===== config.mk =====
export PLATFORM = sky130hd
export DESIGN_NAME = alu_issue_sequencer_flat
export DESIGN_NICKNAME = d
export VERILOG_FILES = /design/src/rtl/alu_issue_if.sv /design/src/rtl/alu_issue_sequencer.sv /design/src/flat_wrapper.sv
export SDC_FILE = /design/constraint.sdc
export NUM_CORES = 1
export LEC_CHECK = 0
export BUFFER_PORTS_ARGS = -buffer_cell sky130_fd_sc_hd__buf_2
export CAP_MARGIN = 0
export CORE_MARGIN = 1
export CORE_UTILIZATION = 50
export CTS_CLUSTER_SIZE = 10
export DETAILED_ROUTE_END_ITERATION = 8
export PLACE_DENSITY_LB_ADDON = 0.2
export SYNTH_ARGS = -nofsm -noshare
export SYNTH_HDL_FRONTEND = slang
export SYNTH_SLANG_ARGS = --single-unit

===== constraint.sdc =====
create_clock -name clk -period 2.47 [get_ports clk]
set_input_delay 0.1235 -clock clk [delete_from_list [all_inputs] [get_ports clk]]
set_output_delay 0.1235 -clock clk [all_outputs]
set_load 0.05 [all_outputs]

===== src/rtl/alu_issue_if.sv =====
// alu_issue_if: decode handshake, ALU start/done and operand/result steering bundle
interface alu_issue_if #(parameter int WORD_SIZE = 8);
  logic                 instr_valid;
  logic                 instr_ready;
  logic [3:0]           instr_opcode;
  logic [2:0]           instr_dst;
  logic [2:0]           instr_src_a;
  logic [3:0]           instr_src_b;
  logic [WORD_SIZE-1:0] instr_imm8;
  logic                 mux_a_en;
  logic [2:0]           mux_a_sel;
  logic                 mux_b_en;
  logic [3:0]           mux_b_sel;
  logic [WORD_SIZE-1:0] imm_out;
  logic [3:0]           alu_op;
  logic                 alu_start;
  logic                 alu_done;
  logic                 wb_en;
  logic [2:0]           wb_sel;
  logic                 done;
  logic                 err_illegal;
  logic                 err_timeout;
  logic                 err_clear;
  logic [15:0]          retired_count;
  modport master (
    output instr_valid, instr_opcode, instr_dst, instr_src_a, instr_src_b, instr_imm8, alu_done, err_clear,
    input  instr_ready, mux_a_en, mux_a_sel, mux_b_en, mux_b_sel, imm_out, alu_op, alu_start, wb_en, wb_sel,
           done, err_illegal, err_timeout, retired_count
  );
  modport slave (
    input  instr_valid, instr_opcode, instr_dst, instr_src_a, instr_src_b, instr_imm8, alu_done, err_clear,
    output instr_ready, mux_a_en, mux_a_sel, mux_b_en, mux_b_sel, imm_out, alu_op, alu_start, wb_en, wb_sel,
           done, err_illegal, err_timeout, retired_count
  );
endinterface


===== src/rtl/alu_issue_sequencer.sv =====
// alu_issue_sequencer: multi-cycle issue controller steering operands, ALU handshake and writeback
module alu_issue_sequencer #(
  parameter int          WORD_SIZE      = 8,
  parameter int          TIMEOUT_CYCLES = 16,
  parameter logic [15:0] NOWB_MASK      = 16'h8000,
  parameter logic [3:0]  NOP_OPCODE     = 4'hF
) (
  input logic        clk,
  input logic        rst_n,
  alu_issue_if.slave bus
);
  localparam int CW = $clog2(TIMEOUT_CYCLES + 1);
  typedef enum logic [2:0] {IDLE, SETUP, EXEC, WB, RETIRE} state_t;
  state_t        r_state, w_next;
  logic [CW-1:0] r_cnt;
  logic          w_accept, w_illegal, w_timeout;
  assign w_accept  = bus.instr_ready && bus.instr_valid;
  assign w_illegal = w_accept && bus.instr_src_b > 4'd8;
  assign w_timeout = r_state == EXEC && !bus.alu_done && r_cnt == CW'(TIMEOUT_CYCLES - 1);
  // state register
  always_ff @(posedge clk or negedge rst_n)
    if (!rst_n) r_state <= IDLE;
    else r_state <= w_next;
  // next state: alu_done is only honoured in EXEC and beats a simultaneous timeout
  always_comb begin
    w_next = r_state;
    case (r_state)
      IDLE:    if (w_accept) w_next = (w_illegal || bus.instr_opcode == NOP_OPCODE) ? RETIRE : SETUP;
      SETUP:   w_next = EXEC;
      EXEC:    if (bus.alu_done) w_next = NOWB_MASK[bus.alu_op] ? RETIRE : WB;
               else if (w_timeout) w_next = RETIRE;
      WB:      w_next = RETIRE;
      RETIRE:  w_next = IDLE;
      default: w_next = IDLE;
    endcase
  end
  // EXEC cycle counter, cleared whenever the FSM is outside EXEC
  always_ff @(posedge clk or negedge rst_n)
    if (!rst_n) r_cnt <= '0;
    else r_cnt <= (r_state == EXEC) ? r_cnt + CW'(1) : '0;
  // strobes registered from the next state so they line up exactly with the state they belong to
  always_ff @(posedge clk or negedge rst_n)
    if (!rst_n) begin
      bus.instr_ready   <= 1'b0;
      bus.mux_a_en      <= 1'b0;
      bus.mux_b_en      <= 1'b0;
      bus.alu_start     <= 1'b0;
      bus.wb_en         <= 1'b0;
      bus.done          <= 1'b0;
      bus.retired_count <= '0;
    end else begin
      bus.instr_ready <= w_next == IDLE;
      bus.mux_a_en    <= w_next inside {SETUP, EXEC, WB};
      bus.mux_b_en    <= w_next inside {SETUP, EXEC, WB};
      bus.alu_start   <= w_next == SETUP;
      bus.wb_en       <= w_next == WB;
      bus.done        <= w_next == RETIRE;
      if (w_next == RETIRE) bus.retired_count <= bus.retired_count + 16'd1;
    end
  // selects captured only on acceptance, so they stay frozen while any enable is high
  always_ff @(posedge clk or negedge rst_n)
    if (!rst_n) begin
      bus.mux_a_sel <= '0;
      bus.mux_b_sel <= '0;
      bus.wb_sel    <= '0;
      bus.alu_op    <= '0;
      bus.imm_out   <= '0;
    end else if (w_accept) begin
      bus.mux_a_sel <= bus.instr_src_a;
      bus.mux_b_sel <= bus.instr_src_b;
      bus.wb_sel    <= bus.instr_dst;
      bus.alu_op    <= bus.instr_opcode;
      bus.imm_out   <= bus.instr_imm8[WORD_SIZE-1:0];
    end
  // sticky error flags; a set in the same cycle as err_clear wins
  always_ff @(posedge clk or negedge rst_n)
    if (!rst_n) begin
      bus.err_illegal <= 1'b0;
      bus.err_timeout <= 1'b0;
    end else begin
      bus.err_illegal <= w_illegal || (bus.err_illegal && !bus.err_clear);
      bus.err_timeout <= w_timeout || (bus.err_timeout && !bus.err_clear);
    end
endmodule


===== src/flat_wrapper.sv =====
// flat-port wrapper written by rule: the top's interface ports become plain ports
module alu_issue_sequencer_flat 
#(
  parameter int          WORD_SIZE      = 8,
  parameter int          TIMEOUT_CYCLES = 16,
  parameter logic [15:0] NOWB_MASK      = 16'h8000,
  parameter logic [3:0]  NOP_OPCODE     = 4'hF
)
  (clk, rst_n, bus_instr_valid, bus_instr_opcode, bus_instr_dst, bus_instr_src_a, bus_instr_src_b, bus_instr_imm8, bus_alu_done, bus_err_clear, bus_instr_ready, bus_mux_a_en, bus_mux_a_sel, bus_mux_b_en, bus_mux_b_sel, bus_imm_out, bus_alu_op, bus_alu_start, bus_wb_en, bus_wb_sel, bus_done, bus_err_illegal, bus_err_timeout, bus_retired_count);
  alu_issue_if #(.WORD_SIZE(WORD_SIZE)) bus_i ();
  input logic clk;
  input logic rst_n;
  input wire logic [$bits(bus_i.instr_valid)-1:0] bus_instr_valid;
  input wire logic [$bits(bus_i.instr_opcode)-1:0] bus_instr_opcode;
  input wire logic [$bits(bus_i.instr_dst)-1:0] bus_instr_dst;
  input wire logic [$bits(bus_i.instr_src_a)-1:0] bus_instr_src_a;
  input wire logic [$bits(bus_i.instr_src_b)-1:0] bus_instr_src_b;
  input wire logic [$bits(bus_i.instr_imm8)-1:0] bus_instr_imm8;
  input wire logic [$bits(bus_i.alu_done)-1:0] bus_alu_done;
  input wire logic [$bits(bus_i.err_clear)-1:0] bus_err_clear;
  output wire logic [$bits(bus_i.instr_ready)-1:0] bus_instr_ready;
  output wire logic [$bits(bus_i.mux_a_en)-1:0] bus_mux_a_en;
  output wire logic [$bits(bus_i.mux_a_sel)-1:0] bus_mux_a_sel;
  output wire logic [$bits(bus_i.mux_b_en)-1:0] bus_mux_b_en;
  output wire logic [$bits(bus_i.mux_b_sel)-1:0] bus_mux_b_sel;
  output wire logic [$bits(bus_i.imm_out)-1:0] bus_imm_out;
  output wire logic [$bits(bus_i.alu_op)-1:0] bus_alu_op;
  output wire logic [$bits(bus_i.alu_start)-1:0] bus_alu_start;
  output wire logic [$bits(bus_i.wb_en)-1:0] bus_wb_en;
  output wire logic [$bits(bus_i.wb_sel)-1:0] bus_wb_sel;
  output wire logic [$bits(bus_i.done)-1:0] bus_done;
  output wire logic [$bits(bus_i.err_illegal)-1:0] bus_err_illegal;
  output wire logic [$bits(bus_i.err_timeout)-1:0] bus_err_timeout;
  output wire logic [$bits(bus_i.retired_count)-1:0] bus_retired_count;
  assign bus_i.instr_valid = bus_instr_valid;
  assign bus_i.instr_opcode = bus_instr_opcode;
  assign bus_i.instr_dst = bus_instr_dst;
  assign bus_i.instr_src_a = bus_instr_src_a;
  assign bus_i.instr_src_b = bus_instr_src_b;
  assign bus_i.instr_imm8 = bus_instr_imm8;
  assign bus_i.alu_done = bus_alu_done;
  assign bus_i.err_clear = bus_err_clear;
  assign bus_instr_ready = bus_i.instr_ready;
  assign bus_mux_a_en = bus_i.mux_a_en;
  assign bus_mux_a_sel = bus_i.mux_a_sel;
  assign bus_mux_b_en = bus_i.mux_b_en;
  assign bus_mux_b_sel = bus_i.mux_b_sel;
  assign bus_imm_out = bus_i.imm_out;
  assign bus_alu_op = bus_i.alu_op;
  assign bus_alu_start = bus_i.alu_start;
  assign bus_wb_en = bus_i.wb_en;
  assign bus_wb_sel = bus_i.wb_sel;
  assign bus_done = bus_i.done;
  assign bus_err_illegal = bus_i.err_illegal;
  assign bus_err_timeout = bus_i.err_timeout;
  assign bus_retired_count = bus_i.retired_count;
  alu_issue_sequencer #(.WORD_SIZE(WORD_SIZE), .TIMEOUT_CYCLES(TIMEOUT_CYCLES), .NOWB_MASK(NOWB_MASK), .NOP_OPCODE(NOP_OPCODE)) u_core (.clk(clk), .rst_n(rst_n), .bus(bus_i));
endmodule

==> implementation parameters <==
Parameter                              Value

Run status
  Result of the run ... complete, no violations

Final layout
  Share of final-layout standard cells stronger than drive strength 1 ... 0.427
  Area growth, synth to finish ... 24.6%
  Non-filler instance count after layout ... 305
  Net count reported at finish ... 284
  Total inserted antenna cells ... 0
  Share of the core filled with cells in the final layout ... 0.666

Global route
  Vias in the first global route ... 1,522
  Wire length of the first global-routing pass ... 6490 um
  Total overflow reported by the global router ... 0
  Number of antenna violations at the first check in global routing ... 0
  Maximum number of pins on one net before global-route repair ... 24
  All-Layer GR Usage ... 0.192

Worst setup path
  Sort of element at the start of the critical path ... flop
  R2R Path Start ... u_core.r_cnt[0]
  Signal arrival time at the worst endpoint ... 2400 ps
  Critical Path, Cell by Cell ... ha_1 -> and3_1 -> ha_1 -> nor2b_1 -> a311o_1 -> a22o_2 -> mux2_2
  Sort of element at the end of the critical path ... flop
  Launching instance or port of the critical path ... u_core.r_cnt[0]
  CP max stage cell ... sky130_fd_sc_hd__dfrtp_1
  Slowest stage delay, CP ... 400 ps
  Most repeated library cell on the critical path ... sky130_fd_sc_hd__ha_1
  Critical path start-end classification ... reg -> reg
  Crit-path max FO ... 11
  Data required time at the worst endpoint ... 2660 ps

Yosys
  Number of flops mapped to enable cells by yosys ... 0
  Cell taking the most area after synthesis ... sky130_fd_sc_hd__dfrtp_1
  Syn Nets ... 206
  Most used flip-flop cell after synthesis ... sky130_fd_sc_hd__dfrtp_1
  Mapped cell area ... 2200 um2
  Sequential share of the synthesized area ... 0.603
  Cell with the most instances after synthesis ... sky130_fd_sc_hd__dfrtp_1
  Dominant cells by area after synthesis ... sky130_fd_sc_hd__dfrtp_1 (60%), sky130_fd_sc_hd__mux2_2 (11%), sky130_fd_sc_hd__xor2_1 (3.6%), sky130_fd_sc_hd__xnor2_1 (3.2%), sky130_fd_sc_hd__nand3_1 (2.7%)
  Register bit total from synthesis ... 53
  Number of distinct library cells after synthesis ... 31
  Average size of a mapped cell ... 12.5 um2
  Post-synth top area share ... 0.603
  Synth warnings ... 0
  Post-synth ARST share ... 1.00
  Ranking of synthesized cells by instance count ... sky130_fd_sc_hd__dfrtp_1 (53), sky130_fd_sc_hd__mux2_2 (22), sky130_fd_sc_hd__nand3_1 (12)
  Gate count of the mapped netlist ... 176

STA
  Minimum clock period after layout ... 2220 ps
  Worst-case headroom to the max-slew limit ... 0.741
  Final TNS setup ... 0 ps
  Endpoints failing hold ... 0
  Worst Max-Slew Pin Slew ... 386 ps
  Post-route setup slack ... 254 ps
  Final worst path period share ... 0.897
  Setup-violating endpoint count in the final report ... 0
  Setup repair after global routing missed its margin ... false
  Upper clock frequency limit ... 451 MHz
  Tightest hold margin ... 47.6 ps
  Final Skew ... 10.2 ps
  Final Max Slew Viols ... 0

Clock tree
  Clock-pin slew on the worst setup and hold paths ... 90 ps
  Maximum clock path buffer count ... 2
  Count of instances resized after the clock tree is built ... 0
  Hold Buf Count CTS ... 1
  Master cell of the clock root buffer ... sky130_fd_sc_hd__clkbuf_8
  Skew-Pair Late Insertion Delay ... 300 ps
  Total clock sinks ... 53
  CTS tree ... done
  Number of buffers inserted to repair setup after CTS ... 0
  Inserted Clock Buffers ... 5
  Max H-tree Level ... 2

Flow run
  Max-capacitance violation count ... 0

Worst hold path
  Path type of the worst min-delay path ... in -> reg
  Start point of the worst min-delay path ... bus_err_clear

Floorplan
  Die X-Extent ... 68.3 um
  Count of standard-cell rows ... 23
  Initial core utilization ... 0.535
  Number of I/O pins ... 73
  Floorplan core area ... 4120 um2
  Area of the die ... 4670 um2
  Height of the die ... 68.3 um

Drt
  Total via count after detailed routing ... 1,570
  Starting DRT DRC Count ... 48
  Routed WL per cell ... 13.6 um
  Final ANT Viol Nets ... 0
  DRC violations left ... 0
  DR pass1 iterations ... 4
  Via-per-instance ratio ... 5.15
  Final Routed Wirelength ... 4150 um

Placed design
  Place WS ... 264 ps
  Buffers on Ports ... 72
  Total instance count after detailed placement ... 296
  Weighted congestion reported at the end of routability-driven placement ... 0.899
  Detailed placer's ending HPWL ... 3050 um

Power
  Internal Power ... 0.00196 W
  Leakage power summed over all cells ... 1.41 nW
  Net switching fraction of the power ... 0.483
  Combinational share of power ... 0.491
  Areal power density over the cells ... 1380 nW/um2
  Power spent charging and discharging nets ... 0.00183 W
  Maximum vdd ir drop ... 673 uV
  Sequential share of power ... 0.357
  Share of total power in the clock network ... 0.152
logic make-up after synthesis:
logic type	synth area share
adders and majority gates	0.0171
AOI/OAI and AO/OA	0.0489
muxes	0.113
and+or+nand+nor	0.124
xor gates and xnor gates	0.0677
DFF	0.603
buffers and inverters	0.0273
final cells by class:
type	instances	area, um2
fillers	337	1370
flip-flops and latches	53	1330
multi-input cells	110	815
repair buffers	76	393
clock buffers	5	68.8
well taps	50	62.6
clock inverters	3	46.3
inverters	8	30.0
final timing paths:
path	endpoint	slack [ps]	cells past startpoint
max in group asynchronous	u_core.r_cnt[3]	1620	3
min in group asynchronous	u_core.bus.imm_out[1]	260	2
worst min-delay path	u_core.bus.err_timeout	50	2
worst min register to register	u_core.r_cnt[0]	470	1
worst max register to register	u_core.bus.retired_count[1]	250	7
worst max-delay path	u_core.bus.retired_count[1]	250	7
per-stage QoR:
stage          area, um2  total power, W
6_report            2740         0.00378
5_1_grt             2740         0.00401
4_1_cts             2740         0.00382
3_5_place_dp        2620         0.00324
3_3_place_gp        2620         0.00320
2_1_floorplan       2200         0.00281
sequential cells by signal (all words and copies together), names as in the netlist, 3 cells and up:
name	flops
u_core.r_state	3
u_core.r_cnt	5
u_core.bus.wb_sel	3
u_core.bus.mux_a_sel	3
u_core.bus.retired_count	16
u_core.bus.alu_op	4
u_core.bus.mux_b_sel	4
u_core.bus.imm_out	8
placed cells by master, fill, tap and decap left out, types with 2 or more instances in the layout:
cell type,netlist,final
sky130_fd_sc_hd__nand3_1,12,12
sky130_fd_sc_hd__ha_1,3,3
sky130_fd_sc_hd__mux2_2,22,22
sky130_fd_sc_hd__nand2_1,8,8
sky130_fd_sc_hd__nor2_1,11,11
sky130_fd_sc_hd__a21oi_1,4,4
sky130_fd_sc_hd__or3_1,2,2
sky130_fd_sc_hd__buf_4,1,3
sky130_fd_sc_hd__dfrtp_1,53,53
sky130_fd_sc_hd__o22ai_1,2,2
sky130_fd_sc_hd__nand4_1,7,7
sky130_fd_sc_hd__buf_2,0,72
sky130_fd_sc_hd__nor3_1,4,4
sky130_fd_sc_hd__a22o_2,2,2
sky130_fd_sc_hd__inv_1,8,8
sky130_fd_sc_hd__and3_1,4,4
sky130_fd_sc_hd__xnor2_1,8,8
sky130_fd_sc_hd__clkbuf_8,0,5
sky130_fd_sc_hd__a21boi_0,2,2
sky130_fd_sc_hd__xor2_1,9,9
routing by layer:
metal,share of wire,up-vias,global-route usage,wire [um]
met4,0.010,0,0.0729,42
met3,0.070,4,0.0633,292
met2,0.46,56,0.317,1930
li1,-,764,-,-
met1,0.45,746,0.230,1890
met5,0,-,0,0
critical path, delay by kind of cell (launching register included):
kind,cells,cell delay [ps]
fa+ha+maj,2,400
simple gates,2,320
flops,1,400
compound gates,2,700
mux,1,290
power groups by stage:
| stage | sequential (W) | combinational, W | clock [W] |
|---|---|---|---|
| detailed placement | 0.00137 | 0.00187 | 0 |
| global route | 0.00141 | 0.00197 | 0.000633 |
| CTS | 0.00135 | 0.00187 | 0.000599 |
| floorplan | 0.00228 | 0.000537 | 0 |
| global placement | 0.00136 | 0.00185 | 0 |
| finish | 0.00135 | 0.00186 | 0.000576 |
Note: power is estimated with default switching activity, not from simulation.
